## config.mk

```make
export PLATFORM = sky130hd
export DESIGN_NAME = fft_stage4
export DESIGN_NICKNAME = d
export VERILOG_FILES = /design/src/rtl/fft_stage4_pkg.sv /design/src/rtl/fft_stage4_bf2.sv /design/src/rtl/fft_stage4.sv
export SDC_FILE = /design/constraint.sdc
export NUM_CORES = 1
export LEC_CHECK = 0
export CORE_MARGIN = 3
export CORE_UTILIZATION = 59
export DETAILED_ROUTE_END_ITERATION = 8
export PLACE_DENSITY = 0.81
export SETUP_SLACK_MARGIN = 0.1
export SLEW_MARGIN = 0
export SYNTH_ARGS = -nofsm -noshare
export SYNTH_HDL_FRONTEND = slang
export SYNTH_SLANG_ARGS = --single-unit
```

## constraint.sdc

```tcl
create_clock -name clk -period 4.1 [get_ports clk]
set_input_delay 0.82 -clock clk [delete_from_list [all_inputs] [get_ports clk]]
set_output_delay 0.82 -clock clk [all_outputs]
set_load 0.01 [all_outputs]
```

## src/rtl/fft_stage4_pkg.sv

```systemverilog
// Shared constants and types for stage 4 of the 32-point SDF DIF FFT.
package fft_stage4_pkg;

  // Frame length and per-stage component widths.
  localparam int FFT_N    = 32;
  localparam int S3_OUT_W = 16;
  localparam int S4_OUT_W = 17;

  // Feedback delay depth, equal to the butterfly span of stage 4.
  localparam int S4_DLY   = 2;

  // Counter widths derived from the constants above.
  localparam int CNT_W    = $clog2(FFT_N);
  localparam int FLUSH_W  = $clog2(S4_DLY + 1);

  // Position of a sample inside its 4-sample group (cnt[1:0]).
  // The two low slots push inputs and emit the previous group's differences.
  // The two high slots emit sums and push differences.
  typedef enum logic [1:0] {
    SLOT_DIFF0 = 2'b00,
    SLOT_DIFF1 = 2'b01,
    SLOT_SUM0  = 2'b10,
    SLOT_SUM1  = 2'b11
  } slot_e;

endpackage

```

## src/rtl/fft_stage4_bf2.sv

```systemverilog
// Combinational radix-2 butterfly: sign-extends the new sample to the output
// width and forms head+new and head-new with one bit of growth headroom.
module fft_stage4_bf2 #(
  parameter int IN_W  = 16,
  parameter int OUT_W = 17
) (
  input  logic signed [OUT_W-1:0] a_r,
  input  logic signed [OUT_W-1:0] a_i,
  input  logic signed [IN_W-1:0]  b_r,
  input  logic signed [IN_W-1:0]  b_i,
  output logic signed [OUT_W-1:0] ext_r,
  output logic signed [OUT_W-1:0] ext_i,
  output logic signed [OUT_W-1:0] sum_r,
  output logic signed [OUT_W-1:0] sum_i,
  output logic signed [OUT_W-1:0] diff_r,
  output logic signed [OUT_W-1:0] diff_i
);

  // Sign extension of the incoming sample.
  assign ext_r = {{(OUT_W-IN_W){b_r[IN_W-1]}}, b_r};
  assign ext_i = {{(OUT_W-IN_W){b_i[IN_W-1]}}, b_i};

  // Butterfly; no rounding or saturation, the extra bit absorbs the growth.
  assign sum_r  = a_r + ext_r;
  assign sum_i  = a_i + ext_i;
  assign diff_r = a_r - ext_r;
  assign diff_i = a_i - ext_i;

endmodule

```

## src/rtl/fft_stage4.sv

```systemverilog
// Stage 4 of the 32-point pipelined SDF DIF FFT: 2-deep feedback delay line,
// span-2 butterfly and a trivial W4 twiddle (1 or -j).
// valid_i qualifies one input sample per clock and is frame-contiguous; valid_o
// qualifies one output sample per clock. There is no backpressure: the stage
// always accepts and always emits.
module fft_stage4
  import fft_stage4_pkg::*;
#(
  parameter int IN_W  = S3_OUT_W,
  parameter int OUT_W = S4_OUT_W
) (
  input  logic                    clk,
  input  logic                    rst,
  input  logic                    valid_i,
  input  logic signed [IN_W-1:0]  data_in_r,
  input  logic signed [IN_W-1:0]  data_in_i,
  output logic                    valid_o,
  output logic signed [OUT_W-1:0] data_out_r,
  output logic signed [OUT_W-1:0] data_out_i
);

  localparam int DLY = S4_DLY;

  logic [CNT_W-1:0]        cnt;
  logic [FLUSH_W-1:0]      flush;
  logic [DLY-1:0]          run_sr;
  logic                    run;
  logic                    last_flush;
  slot_e                   slot;

  logic signed [IN_W-1:0]  in_r;
  logic signed [IN_W-1:0]  in_i;
  logic signed [OUT_W-1:0] dl_r [DLY];
  logic signed [OUT_W-1:0] dl_i [DLY];
  logic signed [OUT_W-1:0] head_r;
  logic signed [OUT_W-1:0] head_i;
  logic signed [OUT_W-1:0] ext_r;
  logic signed [OUT_W-1:0] ext_i;
  logic signed [OUT_W-1:0] sum_r;
  logic signed [OUT_W-1:0] sum_i;
  logic signed [OUT_W-1:0] diff_r;
  logic signed [OUT_W-1:0] diff_i;
  logic signed [OUT_W-1:0] push_r;
  logic signed [OUT_W-1:0] push_i;
  logic signed [OUT_W-1:0] res_r;
  logic signed [OUT_W-1:0] res_i;

  // The stage advances on real samples and on the drain cycles after a stream.
  assign run        = valid_i | (flush != '0);
  assign last_flush = !valid_i && (flush == FLUSH_W'(1));
  assign slot       = slot_e'(cnt[1:0]);

  // Drain cycles feed zeros so the last two differences come out cleanly.
  assign in_r   = valid_i ? data_in_r : '0;
  assign in_i   = valid_i ? data_in_i : '0;
  assign head_r = dl_r[DLY-1];
  assign head_i = dl_i[DLY-1];

  fft_stage4_bf2 #(
    .IN_W  (IN_W),
    .OUT_W (OUT_W)
  ) u_bf2 (
    .a_r    (head_r),
    .a_i    (head_i),
    .b_r    (in_r),
    .b_i    (in_i),
    .ext_r  (ext_r),
    .ext_i  (ext_i),
    .sum_r  (sum_r),
    .sum_i  (sum_i),
    .diff_r (diff_r),
    .diff_i (diff_i)
  );

  // Select what enters the delay line and what leaves the stage this cycle.
  always_comb begin
    push_r = ext_r;
    push_i = ext_i;
    res_r  = head_r;
    res_i  = head_i;
    case (slot)
      SLOT_DIFF0: begin
        res_r = head_r;
        res_i = head_i;
      end
      SLOT_DIFF1: begin
        // (a+jb)*(-j) = b - ja; |diff| < 2^16 so the negation cannot wrap.
        res_r = head_i;
        res_i = -head_r;
      end
      SLOT_SUM0, SLOT_SUM1: begin
        res_r  = sum_r;
        res_i  = sum_i;
        push_r = diff_r;
        push_i = diff_i;
      end
      default: begin
        res_r = head_r;
        res_i = head_i;
      end
    endcase
  end

  // Sample counter, drain counter and output qualifier.
  always_ff @(posedge clk) begin
    if (rst) begin
      cnt     <= '0;
      flush   <= '0;
      run_sr  <= '0;
      valid_o <= 1'b0;
    end else begin
      // Held at DLY while samples arrive, then counts down after the stream ends.
      if (valid_i) begin
        flush <= FLUSH_W'(DLY);
      end else if (flush != '0) begin
        flush <= flush - FLUSH_W'(1);
      end
      // The final drain cycle re-aligns cnt to 0, also after a truncated frame.
      if (run) begin
        cnt <= last_flush ? '0 : cnt + CNT_W'(1);
      end
      run_sr  <= {run_sr[DLY-2:0], run};
      valid_o <= run & run_sr[DLY-1];
    end
  end

  // Feedback delay line: shifts one entry per run cycle.
  always_ff @(posedge clk) begin
    if (rst) begin
      for (int k = 0; k < DLY; k++) begin
        dl_r[k] <= '0;
        dl_i[k] <= '0;
      end
    end else if (run) begin
      dl_r[0] <= push_r;
      dl_i[0] <= push_i;
      for (int k = 1; k < DLY; k++) begin
        dl_r[k] <= dl_r[k-1];
        dl_i[k] <= dl_i[k-1];
      end
    end
  end

  // Registered outputs; they hold their last value while idle.
  always_ff @(posedge clk) begin
    if (rst) begin
      data_out_r <= '0;
      data_out_i <= '0;
    end else if (run) begin
      data_out_r <= res_r;
      data_out_i <= res_i;
    end
  end

endmodule

```

Yosys cells after proc, flatten, opt, wreduce, memory -nomap -nowiden
Memories as Yosys holds them, arrays and structs flattened. Index checks and enable logic that the tools add are counted.

Flip-flop bits (word level): 44. Bits in writable memories: 68. Input bits: 35. Logic and storage cells: 51. Memories: 2.

Memories: dl_i (depth 2, bits a word 17, read ports 2, clocked after memory_dff 0, wr ports 2, RTL line fft_stage4.sv:34) `logic signed [OUT_W-1:0] dl_i [DLY];`; dl_r (depth 2, bits a word 17, read ports 2, clocked after memory_dff 0, wr ports 2, RTL line fft_stage4.sv:33) `logic signed [OUT_W-1:0] dl_r [DLY];`.

Add/subtract/negate cells: 7. Equal/unequal tests: 4. Multiplexer cells: 18. Bitwise logic cells: 6. Reductions and logical operators: 7.

Operators with widths (count): 17-bit two-way mux (6); 17-bit one-hot mux with 3 select lines (2); 17-bit by 16-bit adder with 17-bit output (2); 17-bit by 16-bit subtractor with 17-bit output (2); 16-bit two-way mux (2); 17-bit negation (1); 5-bit by 1-bit adder with 5-bit output, second input constant (1); 1-bit two-way mux (5); 5-bit two-way mux (1); 1-bit OR (5); 2-bit by 1-bit equality test with 1-bit output, second input constant (2); 2-bit equality test, second input constant (2); 2-bit two-way mux (2); 2-bit nonzero test (2); 2-bit OR reduction (2); 2-bit zero test (1); 2-bit by 1-bit subtractor with 2-bit output, second input constant (1); 1-bit AND (1); 1-bit logical AND (1); 1-bit zero test (1).

Depth between registers and ports, before layout
Depth after elaboration: 6. Gate-level depth with buffers: 14. Depth with buffers taken out: 12.

Modules after synthesis
A second synthesis with hierarchy kept.

Cells, all modules: 1062. Area, all modules: 8951.1 um^2.

Modules (own cells, without submodules): fft_stage4 (instances 1, cells an instance 547, area an instance 5322.6 um^2, seq. area each 2862.7 um^2); fft_stage4_bf2 (instances 1, cells an instance 515, area an instance 3628.5 um^2, seq. area each 0.0 um^2).

Worst setup path after synthesis
No wires, ideal clock.

Kind: in2reg. From: input port valid_i. To: register data_out_i[16]. Setup time: 0.120 ns. Arrival: 3.490 ns. Data required time: 3.980 ns. Path slack: 0.490 ns. Stages on the path: 14. Path through: clkbuf_1 -> clkbuf_1 -> and2_1 -> ha_1 -> inv_1 -> fa_1 -> nor2_2 -> o311a_1 -> o41a_1 -> a211oi_4 -> or4_1 -> nand4_1 -> mux2i_1 -> o21ai_1.

Cells in the longest elaborated chain, start to end: 3.

RTL lines: from (decl) (RTL line fft_stage4.sv:14) `input logic valid_i,`; 16-bit two-way mux (RTL line fft_stage4.sv:55) `assign in_i = valid_i ? data_in_i : '0;`; 17-bit by 16-bit adder with 17-bit output (RTL line fft_stage4_bf2.sv:25) `assign sum_i = a_i + ext_i;`; 17-bit one-hot mux with 3 select lines (RTL line fft_stage4.sv:81) `case (slot)`; to (signal assigned) (RTL line fft_stage4.sv:151) `data_out_i <= res_i;`; to (decl) (RTL line fft_stage4.sv:19) `output logic signed [OUT_W-1:0] data_out_i`.

Several ways; a longest one is shown, not always the timed one. A chain may end at the register's enable or synchronous reset.

==> impl_metrics.csv <==
group,metric,value,unit
run_status,status,"finished, final reports clean",
die,start_util,61.1,%
job,drv_cap,0,
place,port_buffers,69,
detailed_routing,drc,0,
sta,setup_viol,0,
global_route,met2_usage,45.3,%
detailed_routing,ant_nets,0,
worst_setup_path,critical_path.cell_chain,"clkdlybuf4s50_1 > buf_12 > and2_1 > ha_1 > fa_1 > nor2b_1 > o31ai_4 > a211oi_1 > o21a_1 > a211oi_1 > mux2i_1 > a211oi_1 > nand2b_1",
global_route,use_met1,39.7,%
worst_setup_path,critPathArrivalTime,3.77,ns
sta,relSlewSlack,36.7,%
global_route,grt_pass1_wl,34.5,mm
logic_synthesis,synthArstFlopShare,0,%
worst_hold_path,hold_depth,1,
clock_network,root_buffer,"clkbuf_16",
worst_setup_path,crit_path_top_delay_cell,"clkdlybuf4s50_1",
logic_synthesis,synth_edf_count,68,
worst_setup_path,timing.rr.start,"dl_r[0][17]",
clock_network,clock_path_buffers,2,
clock_network,cts_sinks,109,
logic_synthesis,syn_area,8220,um^2
global_route,use_met3,3.81,%
logic_synthesis,synth_most_common_cell,"nand2_1",
logic_synthesis,ys_seq_elements,109,
sta,fmax,273,MHz
worst_setup_path,crit_type,"primary input to flip-flop",
sta,tightest_slew,0.950,ns
worst_setup_path,cpPeakStageDelay,0.44,ns
detailed_routing,dr.pass1.iters,5,
logic_synthesis,yosys-top-cells-area,"edfxtp_1 25%, ha_1 11%, dfxtp_1 10%",
finish,utilization,70.2,%
sta,hold_violations,0,
worst_hold_path,min_from,"run_sr[1]",
global_route,overflow,0,
die,io_pins,70,
finish,multi_input_area,4890,um^2
global_route,top_usage_layer,"met2",
clock_network,cts_hold_buf,0,
clock_network,cts_setup_buffers,0,
die,die_h,124,um
power_and_ir_drop,power.total,3.32,mW
logic_synthesis,synth_cell_types,77,
global_route,track_usage,28.4,%
logic_synthesis,synth_flop_cell,"edfxtp_1",
clock_network,cts_max_level,3,
finish,layout-drive-gt1-share,6.36,%
finish,finalNetCount,1126,
detailed_routing,vias,7225,
finish,diodes,0,
logic_synthesis,seq_area_frac_synth,34.8,%
sta,skew,0.00644,ns
sta,fin_crit_sh,89.3,%
place,place_hpwl,15.1,mm
power_and_ir_drop,pwr_density_cell,352,nW/um^2
logic_synthesis,synth.avg_cell_area,8.48,um^2
place,gp_congestion,0.880,
die,design.die.area,15400,um^2
finish,seqCellArea,2860,um^2
logic_synthesis,synth_top_area_cell,"edfxtp_1",
worst_hold_path,hold_class,"flip-flop to flip-flop",
sta,rsz0062_at_grt,"no",
worst_setup_path,start_kind,"primary input",
detailed_routing,wl,21.3,mm
global_route,grt_max_degree,63,
worst_setup_path,worstReg2RegEnd,"dl_r[0][16]",
worst_setup_path,cpMostUsedCell,"a211oi_1",
clock_network,clock_latency,0.36,ns
global_route,grt_pass1_vias,7063,
clock_network,cts_tree,"done",
logic_synthesis,synthTopCellsByCount,"98 x nand2_1, 96 x nor2_1, 75 x a21oi_1, 75 x o21ai_0, 70 x ha_1",
logic_synthesis,ys_warn_count,0,
clock_network,cts_buffers,9,
detailed_routing,drtIter0Drc,812,
finish,fillers,1116,
worst_setup_path,critPathMaxFanout,17,
worst_setup_path,reg2reg_depth,11,
worst_hold_path,worst_hold_path.endpoint,"valid_o",
sta,final_max_slew_viol_count,0,
worst_setup_path,required,4.21,ns
power_and_ir_drop,peakVddDrop,0.270,mV
worst_setup_path,rrSetupSlack,1.05,ns
power_and_ir_drop,power_leakage,3.94,nW
die,fp-row-count,42,
worst_setup_path,cp-end-kind,"flip-flop",
sta,fin_crit,3.66,ns
logic_synthesis,synth_nets,1079,
clock_network,path_clk_slew,0.07,ns
die,dieWidth,124,um
die,core,13500,um^2
logic_synthesis,syn_inst,970,
detailed_routing,via_per_inst,6.03,
detailed_routing,drt-wirelength-per-cell,17.8,um
sta,tns,0,ns
global_route,grt_antenna_before_repair,0,
clock_network,post_cts_resize_count,0,
finish,areaGrowthSynthToFinish,14.8,%
logic_synthesis,synth.top_cell.area_share,24.8,%
-- metal layers --
metal	routed length, um	vias to the layer above
li1	-	3507
met4	507	0
met2	9640	266
met1	9680	3414
met3	1480	38
met5	0	-
-- kinds of logic after synthesis --
logic type,after synthesis,synth area share (%)
AND/OR/NAND/NOR,326,19.0
AO/OA/AOI/OAI,272,21.6
buffers and inverters,123,5.92
flip-flops,109,34.8
adder cells (fa/ha/maj),74,11.6
XOR/XNOR,62,6.60
multiplexers,4,0.487
-- final cells by class --
cell class | count | area share (%)
timing repair buffer | 94 | 9.57
clock buffer | 12 | 3.06
multi-input combinational | 738 | 51.8
clock inverter | 4 | 0.345
sequential | 109 | 30.3
inverter | 65 | 2.58
tap | 176 | 2.33
-- registers in the layout (all words and copies together), names as in the netlist --
name / flops
cnt: 2
data_out_i: 17
data_out_r: 17
dl_i: 34
dl_r: 34
flush: 2
run_sr: 2
valid_o: 1
-- critical path: cells and delay by family --
| family | cells | cell delay [ns] |
|---|---|---|
| fa+ha+maj | 2 | 0.61 |
| buf+inv | 2 | 0.62 |
| simple gates | 3 | 0.63 |
| compound gates | 5 | 0.86 |
| mux | 1 | 0.23 |
-- worst max-delay path by stage --
stage / to / startpoint / slack, ns / cells after the start
3_5_place_dp: dl_r[0][16] / valid_i / 0.11 / 13
6_report: dl_r[0][16] / valid_i / 0.44 / 13
4_1_cts: dl_r[0][16] / valid_i / 0.50 / 13
3_3_place_gp: data_out_i[16] / valid_i / 0.20 / 14
5_1_grt: dl_r[0][16] / valid_i / 0.28 / 13
2_1_floorplan: data_out_i[16] / valid_i / 0.49 / 14
-- metrics by stage --
stage | instances | hold slack [ns] | area, um^2 | worst slack [ns]
6_report | 1198 | 0.433 | 9440 | 0.439
5_1_grt | 1198 | 0.462 | 9440 | 0.276
4_1_cts | 1198 | 0.436 | 9440 | 0.500
3_5_place_dp | 1182 | 0.419 | 9120 | 0.113
3_3_place_gp | 1182 | 0.409 | 9120 | 0.199
2_1_floorplan | 970 | 0.406 | 8220 | 0.490
-- where the power goes --
| part | total (mW) | switching (mW) | internal (mW) | leakage, nW |
|---|---|---|---|---|
| logic | 1.03 | 0.585 | 0.442 | 2.67 |
| registers | 1.36 | 0.0915 | 1.27 | 1.11 |
| clock network | 0.938 | 0.427 | 0.510 | 0.162 |
-- cell usage in the layout (no fill, tap or decap), types with 7 or more instances in the layout --
master / n
nand2_1: 98
nor2_1: 95
a21oi_1: 75
o21ai_0: 75
ha_1: 70
clkdlybuf4s50_1: 69
edfxtp_1: 68
inv_1: 62
xnor2_1: 44
dfxtp_1: 41
and2_1: 37
buf_4: 23
xor2_1: 18
nor3_1: 16
nor2b_1: 14
a22oi_1: 13
nand2b_1: 12
nand3_1: 11
a211oi_1: 11
clkbuf_16: 11
o21a_1: 10
o211ai_1: 9
a221oi_1: 9
nand4_1: 8
o21bai_1: 7
a31oi_1: 7
Note: power is estimated with default switching activity, not from simulation.
